File: src/rtl/shift_seq_ctrl_pkg.sv
// Shared definitions for the sequential shift controller.
//   - shift_type_e : operation encodings carried on req_type_*
//   - state_e      : controller FSM states
//   - StepMaxDefault : default number of bit positions shifted per cycle
package shift_seq_ctrl_pkg;

  localparam int unsigned StepMaxDefault = 8;
  localparam int unsigned DataW          = 32;
  localparam int unsigned ShamtW         = 5;

  typedef enum logic [1:0] {
    ShSll     = 2'b00,
    ShSrl     = 2'b01,
    ShSra     = 2'b10,
    ShIllegal = 2'b11
  } shift_type_e;

  typedef enum logic [1:0] {
    StIdle  = 2'b00,
    StShift = 2'b01,
    StResp  = 2'b10
  } state_e;

endpackage

File: src/rtl/shift_seq_ctrl_shifter.sv
// Combinational single-stage shifter.
//   data   : operand
//   amt    : shift distance (0..31)
//   op     : shift type (SLL / SRL / SRA); the illegal code passes data through
//   result : shifted operand
module shift_seq_ctrl_shifter
  import shift_seq_ctrl_pkg::*;
(
  input  logic [31:0] data,
  input  logic [4:0]  amt,
  input  logic [1:0]  op,
  output logic [31:0] result
);

  always_comb begin
    result = data;
    unique case (shift_type_e'(op))
      ShSll:   result = data << amt;
      ShSrl:   result = data >> amt;
      ShSra:   result = $signed(data) >>> amt;
      default: result = data;
    endcase
  end

endmodule

File: src/rtl/shift_seq_ctrl.sv
// Two-requester sequential shift controller.
// Accepts one shift operation at a time from two requesters (round-robin),
// shifts it by at most STEP_MAX bits per cycle, then holds the result until
// the consumer takes it.
//   clk, rst_n              : clock, synchronous active-low reset
//   req_valid_*/req_ready_* : per-requester request handshake
//   req_a_*                 : 32-bit operand
//   req_shamt_*             : shift amount 0..31
//   req_type_*              : 00 SLL, 01 SRL, 10 SRA, 11 illegal
//   rsp_valid/rsp_ready     : response handshake
//   rsp_data/rsp_id/rsp_err : result, owning requester, illegal-type flag
module shift_seq_ctrl
  import shift_seq_ctrl_pkg::*;
#(
  parameter int unsigned STEP_MAX = StepMaxDefault
) (
  input  logic        clk,
  input  logic        rst_n,
  input  logic        req_valid_0,
  input  logic        req_valid_1,
  output logic        req_ready_0,
  output logic        req_ready_1,
  input  logic [31:0] req_a_0,
  input  logic [31:0] req_a_1,
  input  logic [4:0]  req_shamt_0,
  input  logic [4:0]  req_shamt_1,
  input  logic [1:0]  req_type_0,
  input  logic [1:0]  req_type_1,
  output logic        rsp_valid,
  input  logic        rsp_ready,
  output logic [31:0] rsp_data,
  output logic        rsp_id,
  output logic        rsp_err
);

  localparam logic [4:0] StepMax = 5'(STEP_MAX);

  state_e      state_q, state_d;
  logic        ptr_q, ptr_d;
  logic [4:0]  rem_q, rem_d;
  logic [31:0] acc_q, acc_d;
  shift_type_e type_q, type_d;
  logic        id_q, id_d;
  logic        rsp_valid_q, rsp_valid_d;
  logic [31:0] rsp_data_q, rsp_data_d;
  logic        rsp_id_q, rsp_id_d;
  logic        rsp_err_q, rsp_err_d;

  logic        any_valid;
  logic        grant_id;
  logic [31:0] sel_a;
  logic [4:0]  sel_shamt;
  shift_type_e sel_type;
  logic [4:0]  step;
  logic [31:0] shifted;

  // Pointer only matters on contention; a lone requester always wins.
  always_comb begin
    any_valid = req_valid_0 | req_valid_1;
    if (req_valid_0 && req_valid_1) begin
      grant_id = ptr_q;
    end else begin
      grant_id = req_valid_1;
    end
    sel_a     = grant_id ? req_a_1 : req_a_0;
    sel_shamt = grant_id ? req_shamt_1 : req_shamt_0;
    sel_type  = shift_type_e'(grant_id ? req_type_1 : req_type_0);
  end

  // Gated by rst_n so no request is accepted in a reset cycle.
  assign req_ready_0 = rst_n && (state_q == StIdle) && req_valid_0 && !grant_id;
  assign req_ready_1 = rst_n && (state_q == StIdle) && req_valid_1 && grant_id;

  assign step = (rem_q > StepMax) ? StepMax : rem_q;

  shift_seq_ctrl_shifter u_shifter (
    .data   (acc_q),
    .amt    (step),
    .op     (type_q),
    .result (shifted)
  );

  always_comb begin
    state_d     = state_q;
    ptr_d       = ptr_q;
    rem_d       = rem_q;
    acc_d       = acc_q;
    type_d      = type_q;
    id_d        = id_q;
    rsp_valid_d = rsp_valid_q;
    rsp_data_d  = rsp_data_q;
    rsp_id_d    = rsp_id_q;
    rsp_err_d   = rsp_err_q;

    unique case (state_q)
      StIdle: begin
        if (any_valid) begin
          acc_d  = sel_a;
          type_d = sel_type;
          id_d   = grant_id;
          rem_d  = sel_shamt;
          if (sel_type == ShIllegal || sel_shamt == 5'd0) begin
            // Nothing to shift: result is the operand itself.
            rem_d       = 5'd0;
            state_d     = StResp;
            rsp_valid_d = 1'b1;
            rsp_data_d  = sel_a;
            rsp_id_d    = grant_id;
            rsp_err_d   = (sel_type == ShIllegal);
          end else begin
            state_d = StShift;
          end
        end
      end

      StShift: begin
        acc_d = shifted;
        rem_d = rem_q - step;
        if (rem_q == step) begin
          state_d     = StResp;
          rsp_valid_d = 1'b1;
          rsp_data_d  = shifted;
          rsp_id_d    = id_q;
          rsp_err_d   = 1'b0;
        end
      end

      StResp: begin
        if (rsp_ready) begin
          state_d     = StIdle;
          rsp_valid_d = 1'b0;
          ptr_d       = ~rsp_id_q;
        end
      end

      default: begin
        state_d     = StIdle;
        rsp_valid_d = 1'b0;
      end
    endcase
  end

  always_ff @(posedge clk) begin
    if (!rst_n) begin
      state_q     <= StIdle;
      ptr_q       <= 1'b0;
      rem_q       <= 5'd0;
      acc_q       <= 32'd0;
      type_q      <= ShSll;
      id_q        <= 1'b0;
      rsp_valid_q <= 1'b0;
      rsp_data_q  <= 32'd0;
      rsp_id_q    <= 1'b0;
      rsp_err_q   <= 1'b0;
    end else begin
      state_q     <= state_d;
      ptr_q       <= ptr_d;
      rem_q       <= rem_d;
      acc_q       <= acc_d;
      type_q      <= type_d;
      id_q        <= id_d;
      rsp_valid_q <= rsp_valid_d;
      rsp_data_q  <= rsp_data_d;
      rsp_id_q    <= rsp_id_d;
      rsp_err_q   <= rsp_err_d;
    end
  end

  assign rsp_valid = rsp_valid_q;
  assign rsp_data  = rsp_data_q;
  assign rsp_id    = rsp_id_q;
  assign rsp_err   = rsp_err_q;

`ifndef SYNTHESIS
  ready_onehot_a: assert property (@(posedge clk) !(req_ready_0 && req_ready_1));
  rsp_hold_a: assert property (@(posedge clk) disable iff (!rst_n)
    rsp_valid && !rsp_ready |=> rsp_valid && $stable(rsp_data) && $stable(rsp_id)
                                && $stable(rsp_err));
`endif

endmodule

File: config.mk
export PLATFORM = sky130hd
export DESIGN_NAME = shift_seq_ctrl
export DESIGN_NICKNAME = d
export VERILOG_FILES = /design/src/rtl/shift_seq_ctrl_pkg.sv /design/src/rtl/shift_seq_ctrl_shifter.sv /design/src/rtl/shift_seq_ctrl.sv
export SDC_FILE = /design/constraint.sdc
export NUM_CORES = 1
export LEC_CHECK = 0
export ABC_AREA = 1
export BUFFER_PORTS_ARGS = -buffer_cell sky130_fd_sc_hd__buf_2
export CORE_UTILIZATION = 50
export CTS_BUF_LIST = sky130_fd_sc_hd__clkbuf_8 sky130_fd_sc_hd__clkbuf_16
export CTS_CLUSTER_SIZE = 24
export DETAILED_ROUTE_END_ITERATION = 8
export PLACE_DENSITY = 0.69
export SYNTH_ARGS = -nofsm -noshare
export SYNTH_HDL_FRONTEND = slang
export SYNTH_HIERARCHICAL = 1
export SYNTH_SLANG_ARGS = --single-unit
File: constraint.sdc
create_clock -name clk -period 5.8 [get_ports clk]
set_clock_uncertainty 0.15 [all_clocks]
set_input_delay 0.58 -clock clk [delete_from_list [all_inputs] [get_ports clk]]
set_output_delay 0.58 -clock clk [all_outputs]
set_load 0.005 [all_outputs]
==> out/results.tsv, run 1 <==
metric	value	unit
via count	10400	
Power Density	623	mW/mm²
Final setup viols	0	
Area growth syn-to-layout	9.58	%
fmax	0.262	GHz
num ports	120	
number of synthesized register bits	78	
Post-CTS Resized	0	
# rows	46	
mapped cell area	0.00814	mm²
Tightest Pin Transition	1040	ps
Initial Util	51.2	%
Tmin final	3810	ps
Global Route Usage Sum	36.3	%
Core Box Area	0.0159	mm²
grt ovf	0	
DRC Markers	0	
Final Cycle Share	65.7	%
CTS tree	yes	
Pre-antenna DRT Iters	8	
HPWL Detailed	22100	µm
total CTS buffers	9	
Cell variety after synth	40	
post-layout util	56.2	%
WL final	30700	µm
clk sinks	78	
Cell Count, Final, Fillers Out	1759	
crit path DAT	3940	ps
post-synthesis sequential area ratio	19.2	%
DIE AREA	0.0168	mm²
post-CTS setup buffers	0	
Yosys warning count	6	
crit path max fanout	47	
worst endpoint required time	5930	ps
final-report hold violation count	0	
Final GP Congestion	1.04	
Final Max Slew Viols	0	
Leak	4.64	nW
multi-input gate area in the final layout	0.00558	mm²
final worst hold slack	325	ps
Die X-Extent	130	µm
Inst Count DP	1743	
Mean Syn Cell Area	5.45	µm²
most frequent cells in the layout	nand2_1 (408), nand3_1 (371), nor2_1 (141), buf_2 (119), inv_1 (109)	
Startpoint Class	flop	
commonest non-fill, non-tap cell in the layout	nand2_1	
maximum VDD drop	0.355	mV
ys flop type	dfxtp_1	
max-cap violation count	0	
RSZ-0062 raised after global routing	false	
latest clock arrival within the worst-skew pair	340	ps
clock root buffer	clkbuf_16	
Nets	1623	
fillers	1734	
vias in the first global route	9076	
Sum Neg Setup Slack	0	ps
cell count after synthesis	1493	
initial antenna violation count	0	
fraction of registers with async set/reset	0	%
CTS Buffer Depth	2	
Rel. slew slack	30.3	%
# diodes	0	
routed len/inst	17.5	µm
first-pass GRT wire length	47500	µm
number of synthesized flops with an enable pin	0	
Post-DRT Antenna Nets	0	
pin count of the biggest net entering global routing	76	
Clock transition at path regs	70	ps
Initial DRC Count	1436	
die height	130	µm
WS Path Type	flop to flop	
status	finished clean	
FF+latch area	0.00156	mm²
H-tree levels	3	
Post-CTS Hold Buffers	0	
Worst Setup End Kind	flop	
DR vias/cell	5.93	
share of cells above drive strength 1	13.7	%
Worst Hold Class	flop to flop	
Buffers on Ports	119	
Yosys cell counts, types with 13 or more instances:
cell	number	area, µm²
a21oi_1	33	165
a21oi_2	21	184
buf_2	37	185
clkbuf_1	41	154
dfxtp_1	78	1560
inv_1	109	409
inv_2	13	48.8
nand2_1	408	1530
nand3_1	371	1860
nor2_1	145	544
o211ai_1	42	315
o21ai_0	93	465
o21ai_1	13	65.1
per-layer routing:
layer	track usage [%]	up-vias	wire [µm]
met5	0	-	0
met4	20.6	0	1670
met3	5.24	103	2680
met2	57.6	596	13800
met1	47.0	4685	12600
li1	-	5054	-
registers in the layout (all words and copies together) (netlist names):
register / cells
rsp_data: 32
rsp_err: 1
rem_q: 5
ptr_q: 1
rsp_valid: 1
rsp_id: 1
state_q: 2
acc_q: 32
type_q: 2
id_q: 1
final timing paths:
| path | start | endpoint | slack [ps] | cells past startpoint |
|---|---|---|---|---|
| min reg2reg | rsp_valid | rsp_valid | 330 | 2 |
| max | rem_q[4] | rsp_data[0] | 1990 | 19 |
| min | rsp_valid | rsp_valid | 330 | 2 |
| max reg2reg | rem_q[4] | rsp_data[0] | 1990 | 19 |
critical path, cell delays in order, from the launching register on:
cell and delay [ps]:
dfxtp_1 380, nor2_1 100, o21ai_0 630, nor2_4 60, inv_2 620, buf_4 360, nand3_1 180, nand3_1 140
nand2_1 60, nand3_1 80, nand3_1 80, nand2_1 120, nand2_1 70, a21oi_1 150, nand2_1 90, o21ai_0 110
inv_1 90, nand3_1 90, nand2_1 60, nor2_1 100
cell type report:
class	instances	share of cell area (%)
well taps	216	3.03
inverters	123	5.20
clock inverters	7	1.08
repair buffers	136	8.11
clock buffers	9	2.52
multi-input cells	1190	62.5
flip-flops and latches	78	17.5
through the flow:
stage | total power, mW | worst slack (ps) | cell area, µm²
after floorplan | 3.86 | 3370 | 8160
after global placement | 4.78 | 2140 | 8600
after detailed placement | 4.80 | 2100 | 8600
after CTS | 5.43 | 2080 | 8920
after global routing | 6.03 | 1680 | 8920
final | 5.56 | 1990 | 8920
logic make-up (layout without fill, tap and decap cells):
logic type / Yosys count / count (layout) / share of synthesized area, %
AOI/OAI and AO/OA: 220 / 220 / 16.2
xor gates and xnor gates: 1 / 1 / 0.108
adders and majority gates: 2 / 2 / 0.307
buffers and inverters: 229 / 275 / 12.7
DFF: 78 / 78 / 19.2
other: 2 / 6 / 0.0923
and+or+nand+nor: 961 / 961 / 51.4
power breakdown:
part	switching (mW)	internal [mW]
Combinational	2.72	1.21
Sequential	0.258	0.765
Clock	0.235	0.378
Total	3.21	2.35
Power figures use the tool's default switching activity.
==> run 2, diff against run 1 <==
- ABC_AREA: 1 -> 0
- clock period: 5.8 -> 3.9 ns (I/O delays scaled with it)
==> run 2 against run 1 <==
Effect of this change: synthesized cell count is 23% lower; worst setup slack worse by 1700 ps; maximum frequency is 5.2% higher; first-iteration DRC count is 2.5% lower; register-to-register slack worse by 1700 ps; largest power group unchanged; highest routed layer unchanged; combinational power is 24% lower; critical endpoint is now rsp_data[27]; cell count is 18% lower.
==> out/results.tsv, run 2 <==
metric	value	unit	change
status	finished clean		unchanged
DIE AREA	0.0179	mm²	was 0.0168 mm²
Final GP Congestion	1.01		was 1.04
WL final	36800	µm	was 30700 µm
Hold Path Cell Cnt	4		was 2
Yosys warning count	6		unchanged
initial antenna violation count	0		unchanged
Buffers on Ports	119		unchanged
total power	4.98	mW	was 5.56 mW
most frequent cells in the layout	nand2_1 (240), buf_2 (118), nor2_1 (98), dfxtp_1 (78), nand4_1 (70)		was nand2_1 (408), nand3_1 (371), nor2_1 (141), buf_2 (119), inv_1 (109)
most common cell in the synthesized netlist	nand2_1		unchanged
Tmin final	3620	ps	was 3810 ps
Synth top area share	18.0	%	was 22.8%
register share of total power	24.4	%	was 18.4%
H-tree levels	3		unchanged
DRC Markers	0		unchanged
Mean Syn Cell Area	7.51	µm²	was 5.45 µm²
final-report hold violation count	0		unchanged
latest clock arrival within the worst-skew pair	340	ps	about the same
RSZ-0062 raised after global routing	false		unchanged
WS Path Type	flop to flop		unchanged
Reg2Reg Depth	13		was 19
top cells by area, synth	dfxtp_1 (18%), mux4_2 (14%), nand2_1 (10%)		was nand3_1 (23%), dfxtp_1 (19%), nand2_1 (19%)
Final Cycle Share	92.9	%	was 65.7%
max-cap violation count	0		unchanged
Net Sw Power	2.47	mW	was 3.21 mW
crit path DAT	3690	ps	was 3940 ps
share of cells above drive strength 1	25.6	%	was 13.7%
commonest non-fill, non-tap cell in the layout	nand2_1		unchanged
total CTS buffers	9		unchanged
Cell Count, Final, Fillers Out	1448		was 1759
pre-CTS worst setup slack	252	ps	was 2100 ps
cell count after synthesis	1156		was 1493
post-layout util	58.0	%	was 56.2%
Initial DRC Count	1400		was 1436
DR vias/cell	7.00		was 5.93
Worst Hold Class	primary input to flop		was flop to flop
HPWL Detailed	25700	µm	was 22100 µm
maximum VDD drop	0.310	mV	was 0.355 mV
Rel. slew slack	11.8	%	was 30.3%
num ports	120		unchanged
fmax	0.276	GHz	was 0.262 GHz
Nets	1308		was 1623
worst endpoint required time	3970	ps	was 5930 ps
grt ovf	0		unchanged
fraction of registers with async set/reset	0	%	unchanged
Inst Count DP	1431		was 1743
Startpoint Class	flop		unchanged
number of synthesized register bits	78		unchanged
post-synthesis sequential area ratio	18.0	%	was 19.2%
routed len/inst	25.4	µm	was 17.5 µm
Cell variety after synth	72		was 40
Area growth syn-to-layout	12.1	%	was 9.58%
CTS Buffer Depth	2		unchanged
Final Max Slew Viols	0		unchanged
Global Route Usage Sum	41.1	%	was 36.3%
pin count of the biggest net entering global routing	75		was 76
final worst hold slack	225	ps	was 325 ps
Synth top cells by count	nand2_1 (240), nor2_1 (100), dfxtp_1 (78)		was nand2_1 (408), nand3_1 (371), nor2_1 (145)
Post-DRT Antenna Nets	0		unchanged
Sw Share	49.5	%	was 57.7%
Pre-antenna DRT Iters	5		was 8
mapped cell area	0.00868	mm²	was 0.00814 mm²
final worst setup slack	275	ps	was 1990 ps
Final setup viols	0		unchanged
Final Instance Area	0.00972	mm²	was 0.00892 mm²
via count	10100		was 10400
# diodes	0		unchanged
P_int	2.52	mW	was 2.35 mW
ys flop type	dfxtp_1		unchanged
Sum Neg Setup Slack	0	ps	unchanged
Die X-Extent	134	µm	was 130 µm
Clock transition at path regs	60	ps	was 70 ps
clock root buffer	clkbuf_16		unchanged
CTS tree	yes		unchanged
clk sinks	78		unchanged
Tightest Pin Transition	1310	ps	was 1040 ps
Gate power share	59.3	%	was 70.6%
# rows	47		was 46
vias in the first global route	9346		was 9076
Power Density	513	mW/mm²	was 623 mW/mm²
crit path max fanout	42		was 47
Core Box Area	0.0168	mm²	was 0.0159 mm²
die height	134	µm	was 130 µm
Leak	3.75	nW	was 4.64 nW
Initial Util	51.8	%	was 51.2%
placed cell areas	0.00942	mm²	was 0.00860 mm²
post-synth top area cell	dfxtp_1		was nand3_1
Clock Power Share	16.2	%	was 11.0%
Worst Setup End Kind	flop		unchanged
number of synthesized flops with an enable pin	0		unchanged
Post-CTS Hold Buffers	0		unchanged
first-pass GRT wire length	56000	µm	was 47500 µm
==> run 2: cell types whose count changed after synthesis, sizes merged, moves of 16 or more <==
cell,delta
a21boi,+31
clkbuf,+34
nand3,-352
o21ai,-18
mux2i,+50
nand2,-175
a21oi,-17
mux4,+53
mux2,+16
nor2,-52
nand4,+63
inv,-116
nor3,+16
==> run 2: what timing repair did <==
item | CTS | global route
setup endpoints to repair | 0 | 5
resized for setup | 0 | 2
hold endpoints to repair | 0 | 0
setup buffers | 0 | 0
==> run 2: area by class of cell <==
cell class | count | area (µm²)
multi-input combinational | 950 | 6480
tap | 220 | 275
timing repair buffer | 176 | 1090
inverter | 8 | 32.5
fill | 1621 | 7040
clock buffer | 10 | 239
sequential | 78 | 1560
clock inverter | 6 | 45.0
==> run 2: path summary, 6_finish.rpt <==
kind,slack [ps],endpoint,from
worst max-delay path,280,rsp_data[27],rem_q[4]
worst min-delay path,230,rsp_valid,rsp_ready
worst max register to register,280,rsp_data[27],rem_q[4]
worst min register to register,310,rsp_data[0],rsp_data[0]
==> run 2: per-layer routing <==
metal / global-route usage (%) / wire length [µm] / vias up
met5: 0 / 0 / -
met4: 18.2 / 1620 / 0
met3: 12.4 / 5010 / 134
met2: 60.0 / 15700 / 836
met1: 55.8 / 14500 / 4742
li1: - / - / 4431
==> run 2: kinds of logic (layout without fill, tap and decap cells) <==
group                      Yosys count  after routing  share of synthesized area (%)
muxes                              119            119                           21.6
other                                2              6                         0.0866
DFF                                 78             78                           18.0
and+or+nand+nor                    515            516                           27.0
xor gates and xnor gates             2              2                          0.202
buffers and inverters              133            200                           7.83
adders and majority gates            2              2                          0.288
AOI/OAI and AO/OA                  305            305                           24.9
==> run 2: critical path, cell delays in order, from the launching register on <==
cell and delay [ps]:
dfxtp_1 390, nor2_4 230, and2_4 210, buf_12 270
mux4_2 630, and2_1 190, o21ai_0 290, o21ai_0 160
o21ai_0 140, o221ai_1 320, nand2_1 190, o211ai_1 130
nand4_1 130, o21ai_2 60
==> run 2: power by group through the flow <==
stage          clock network (mW)  logic [mW]  registers (mW)
3_3_place_gp                    0        2.79            1.21
3_5_place_dp                    0        2.78            1.21
6_report                    0.809        2.96            1.22
4_1_cts                     0.823        2.80            1.19
5_1_grt                     0.858        3.11            1.23
2_1_floorplan                   0        2.00            1.07
==> run 3, diff against run 2 <==
- CAP_MARGIN: not set -> 10
- clock period: 3.9 -> 4.3 ns (I/O delays scaled with it)
==> run 3 against run 2 <==
Effect of this change: final area is 1.6% lower; global-route usage down 2.1 points; wire length down 5.1%; clock power grew 2%; first-iteration DRC count down 14%; register-to-register slack better by 130 ps; hold slack improved by 50 ps; clock-buffer cell count stayed put; non-clock buffer count shrank 18; sequential power shrank 9.8%; critical endpoint is now acc_q[21].
==> out/results.tsv, run 3 (synthesis results as in run 2) <==
metric	value	unit	change
post-CTS setup buffers	0		unchanged
CP cell instances	nor2_1 -> and2_4 -> buf_4 -> nor2_1 -> o31a_1 -> mux2_2 -> o32ai_1 -> a221oi_1 -> buf_4 -> o22ai_1 -> nand2_1 -> o211ai_1 -> nand2_1 -> a21boi_0		was nor2_4 -> and2_4 -> buf_12 -> mux4_2 -> and2_1 -> o21ai_0 -> o21ai_0 -> o21ai_0 -> o221ai_1 -> nand2_1 -> o211ai_1 -> nand4_1 -> o21ai_2
worst endpoint required time	4400	ps	was 3970 ps
latest clock arrival within the worst-skew pair	330	ps	was 340 ps
fmax	0.257	GHz	was 0.276 GHz
DRC Markers	0		unchanged
DR vias/cell	6.97		was 7.00
Global Route Usage Sum	39.1	%	was 41.1%
WS Path Type	flop to flop		unchanged
Tmin final	3900	ps	was 3620 ps
DIE AREA	0.0179	mm²	unchanged
final worst hold slack	275	ps	was 225 ps
grt ovf	0		unchanged
# diodes	0		unchanged
max-cap violation count	0		unchanged
Initial DRC Count	1202		was 1400
CP max stage cell	and2_4		was mux4_2
Hold Crit Start	rsp_ready		unchanged
Final GP Congestion	1.02		was 1.01
Rel. slew slack	45.2	%	was 11.8%
Startpoint Class	flop		unchanged
CTS tree	yes		unchanged
commonest non-fill, non-tap cell in the layout	nand2_1		unchanged
Reg2Reg Depth	14		was 13
Leak	3.67	nW	was 3.75 nW
crit path max fanout	57		was 42
RR Startpoint	rem_q[4]		unchanged
Power Density	468	mW/mm²	was 513 mW/mm²
Critical path buffers and inverters	2		was 1
Hold Path Cell Cnt	4		unchanged
Clock transition at path regs	60	ps	about the same
Core Box Area	0.0168	mm²	unchanged
# rows	47		unchanged
CTS Buffer Depth	2		unchanged
Die X-Extent	134	µm	unchanged
maximum VDD drop	0.233	mV	was 0.310 mV
crit path DAT	3990	ps	was 3690 ps
Final Max Slew Viols	0		unchanged
routed len/inst	24.4	µm	was 25.4 µm
Initial Util	51.8	%	unchanged
HPWL Detailed	24700	µm	was 25700 µm
Post-DRT Antenna Nets	0		unchanged
clk sinks	78		unchanged
clock root buffer	clkbuf_16		unchanged
die height	134	µm	unchanged
Post-CTS Resized	0		unchanged
Final setup viols	0		unchanged
vias in the first global route	9106		was 9346
initial antenna violation count	1		was 0
Buffers on Ports	119		unchanged
Final Cycle Share	90.6	%	was 92.9%
Pre-antenna DRT Iters	5		unchanged
post-layout util	57.1	%	was 58.0%
r2r setup slk	400	ps	was 280 ps
Worst R2R End	acc_q[21]		was rsp_data[27]
Area growth syn-to-layout	10.3	%	was 12.1%
Tightest Pin Transition	816	ps	was 1310 ps
total CTS buffers	9		unchanged
most frequent cells in the layout	nand2_1 (240), buf_2 (118), nor2_1 (99), dfxtp_1 (78), nand4_1 (70)		was nand2_1 (240), buf_2 (118), nor2_1 (98), dfxtp_1 (78), nand4_1 (70)
delay-heaviest family, CP	simple AND/OR/NAND/NOR gates		was compound AO/OA/AOI/OAI gates
Worst Setup End Kind	flop		unchanged
crit-path max cell delay	730	ps	was 630 ps
Worst Hold End	rsp_valid		unchanged
Nets	1289		was 1308
RSZ-0062 raised after global routing	false		unchanged
fillers	1604		was 1621
H-tree levels	3		unchanged
pin count of the biggest net entering global routing	86		was 75
Sum Neg Setup Slack	0	ps	unchanged
Post-CTS Hold Buffers	0		unchanged
Worst Hold Class	primary input to flop		unchanged
num ports	120		unchanged
WL final	34900	µm	was 36800 µm
first-pass GRT wire length	54100	µm	was 56000 µm
final-report hold violation count	0		unchanged
status	finished clean		unchanged
via count	9957		was 10100
share of cells above drive strength 1	24.3	%	was 25.6%
run 3: changes by cell type in the layout (fill, tap and decap cells not counted), sizes merged:
| cell | before | now |
|---|---|---|
| buf | 176 | 158 |
| bufinv | 0 | 2 |
| clkinv | 2 | 4 |
| clkinvlp | 2 | 0 |
| inv | 10 | 8 |
| and2 | 12 | 11 |
run 3: stage by stage:
step                std cells  total power [mW]  worst slack, ps  cell area, µm²
floorplan                1160              2.79             1400            8690
global placement         1413              3.53              562            9250
detailed placement       1413              3.52              522            9250
CTS                      1429              4.36              470            9570
global route             1429              4.67              199            9570
finish                   1429              4.48              403            9570
run 3: final cells by class:
type | count | area, µm² | share of cell area [%]
inverter | 8 | 32.5 | 0.340
multi-input combinational | 949 | 6460 | 67.5
timing repair buffer | 158 | 916 | 9.57
clock inverter | 6 | 86.3 | 0.902
sequential | 78 | 1560 | 16.3
clock buffer | 10 | 239 | 2.50
tap | 220 | 275 | 2.88
run 3: metal layers:
metal	track usage (%)	vias up	wire, µm
met5	0	-	9
met4	17.9	2	1430
met3	8.87	112	4500
met2	57.4	764	14900
met1	54.2	4695	14100
li1	-	4384	-
run 3: report_power, final:
group          switching [mW]  leakage (nW)  internal [mW]
registers               0.256         0.641          0.848
logic                    1.59          2.87          0.959
clock network           0.302         0.164          0.523
total                    2.14          3.67           2.33
run 3: worst max-delay path by stage:
stage	from	to	slack, ps	depth (start not counted)
3_3_place_gp	rem_q[3]	acc_q[21]	560	14
4_1_cts	rem_q[4]	acc_q[21]	470	14
3_5_place_dp	rem_q[3]	rsp_data[25]	520	13
2_1_floorplan	rem_q[3]	rsp_data[18]	1400	13
6_report	rem_q[4]	acc_q[21]	400	14
5_1_grt	rem_q[4]	rsp_data[25]	200	13
run 3: worst min-delay path: stages:
cell,delay [ps]
buf_2,110
o21ai_0,70
nand2_1,60
nor2_1,40
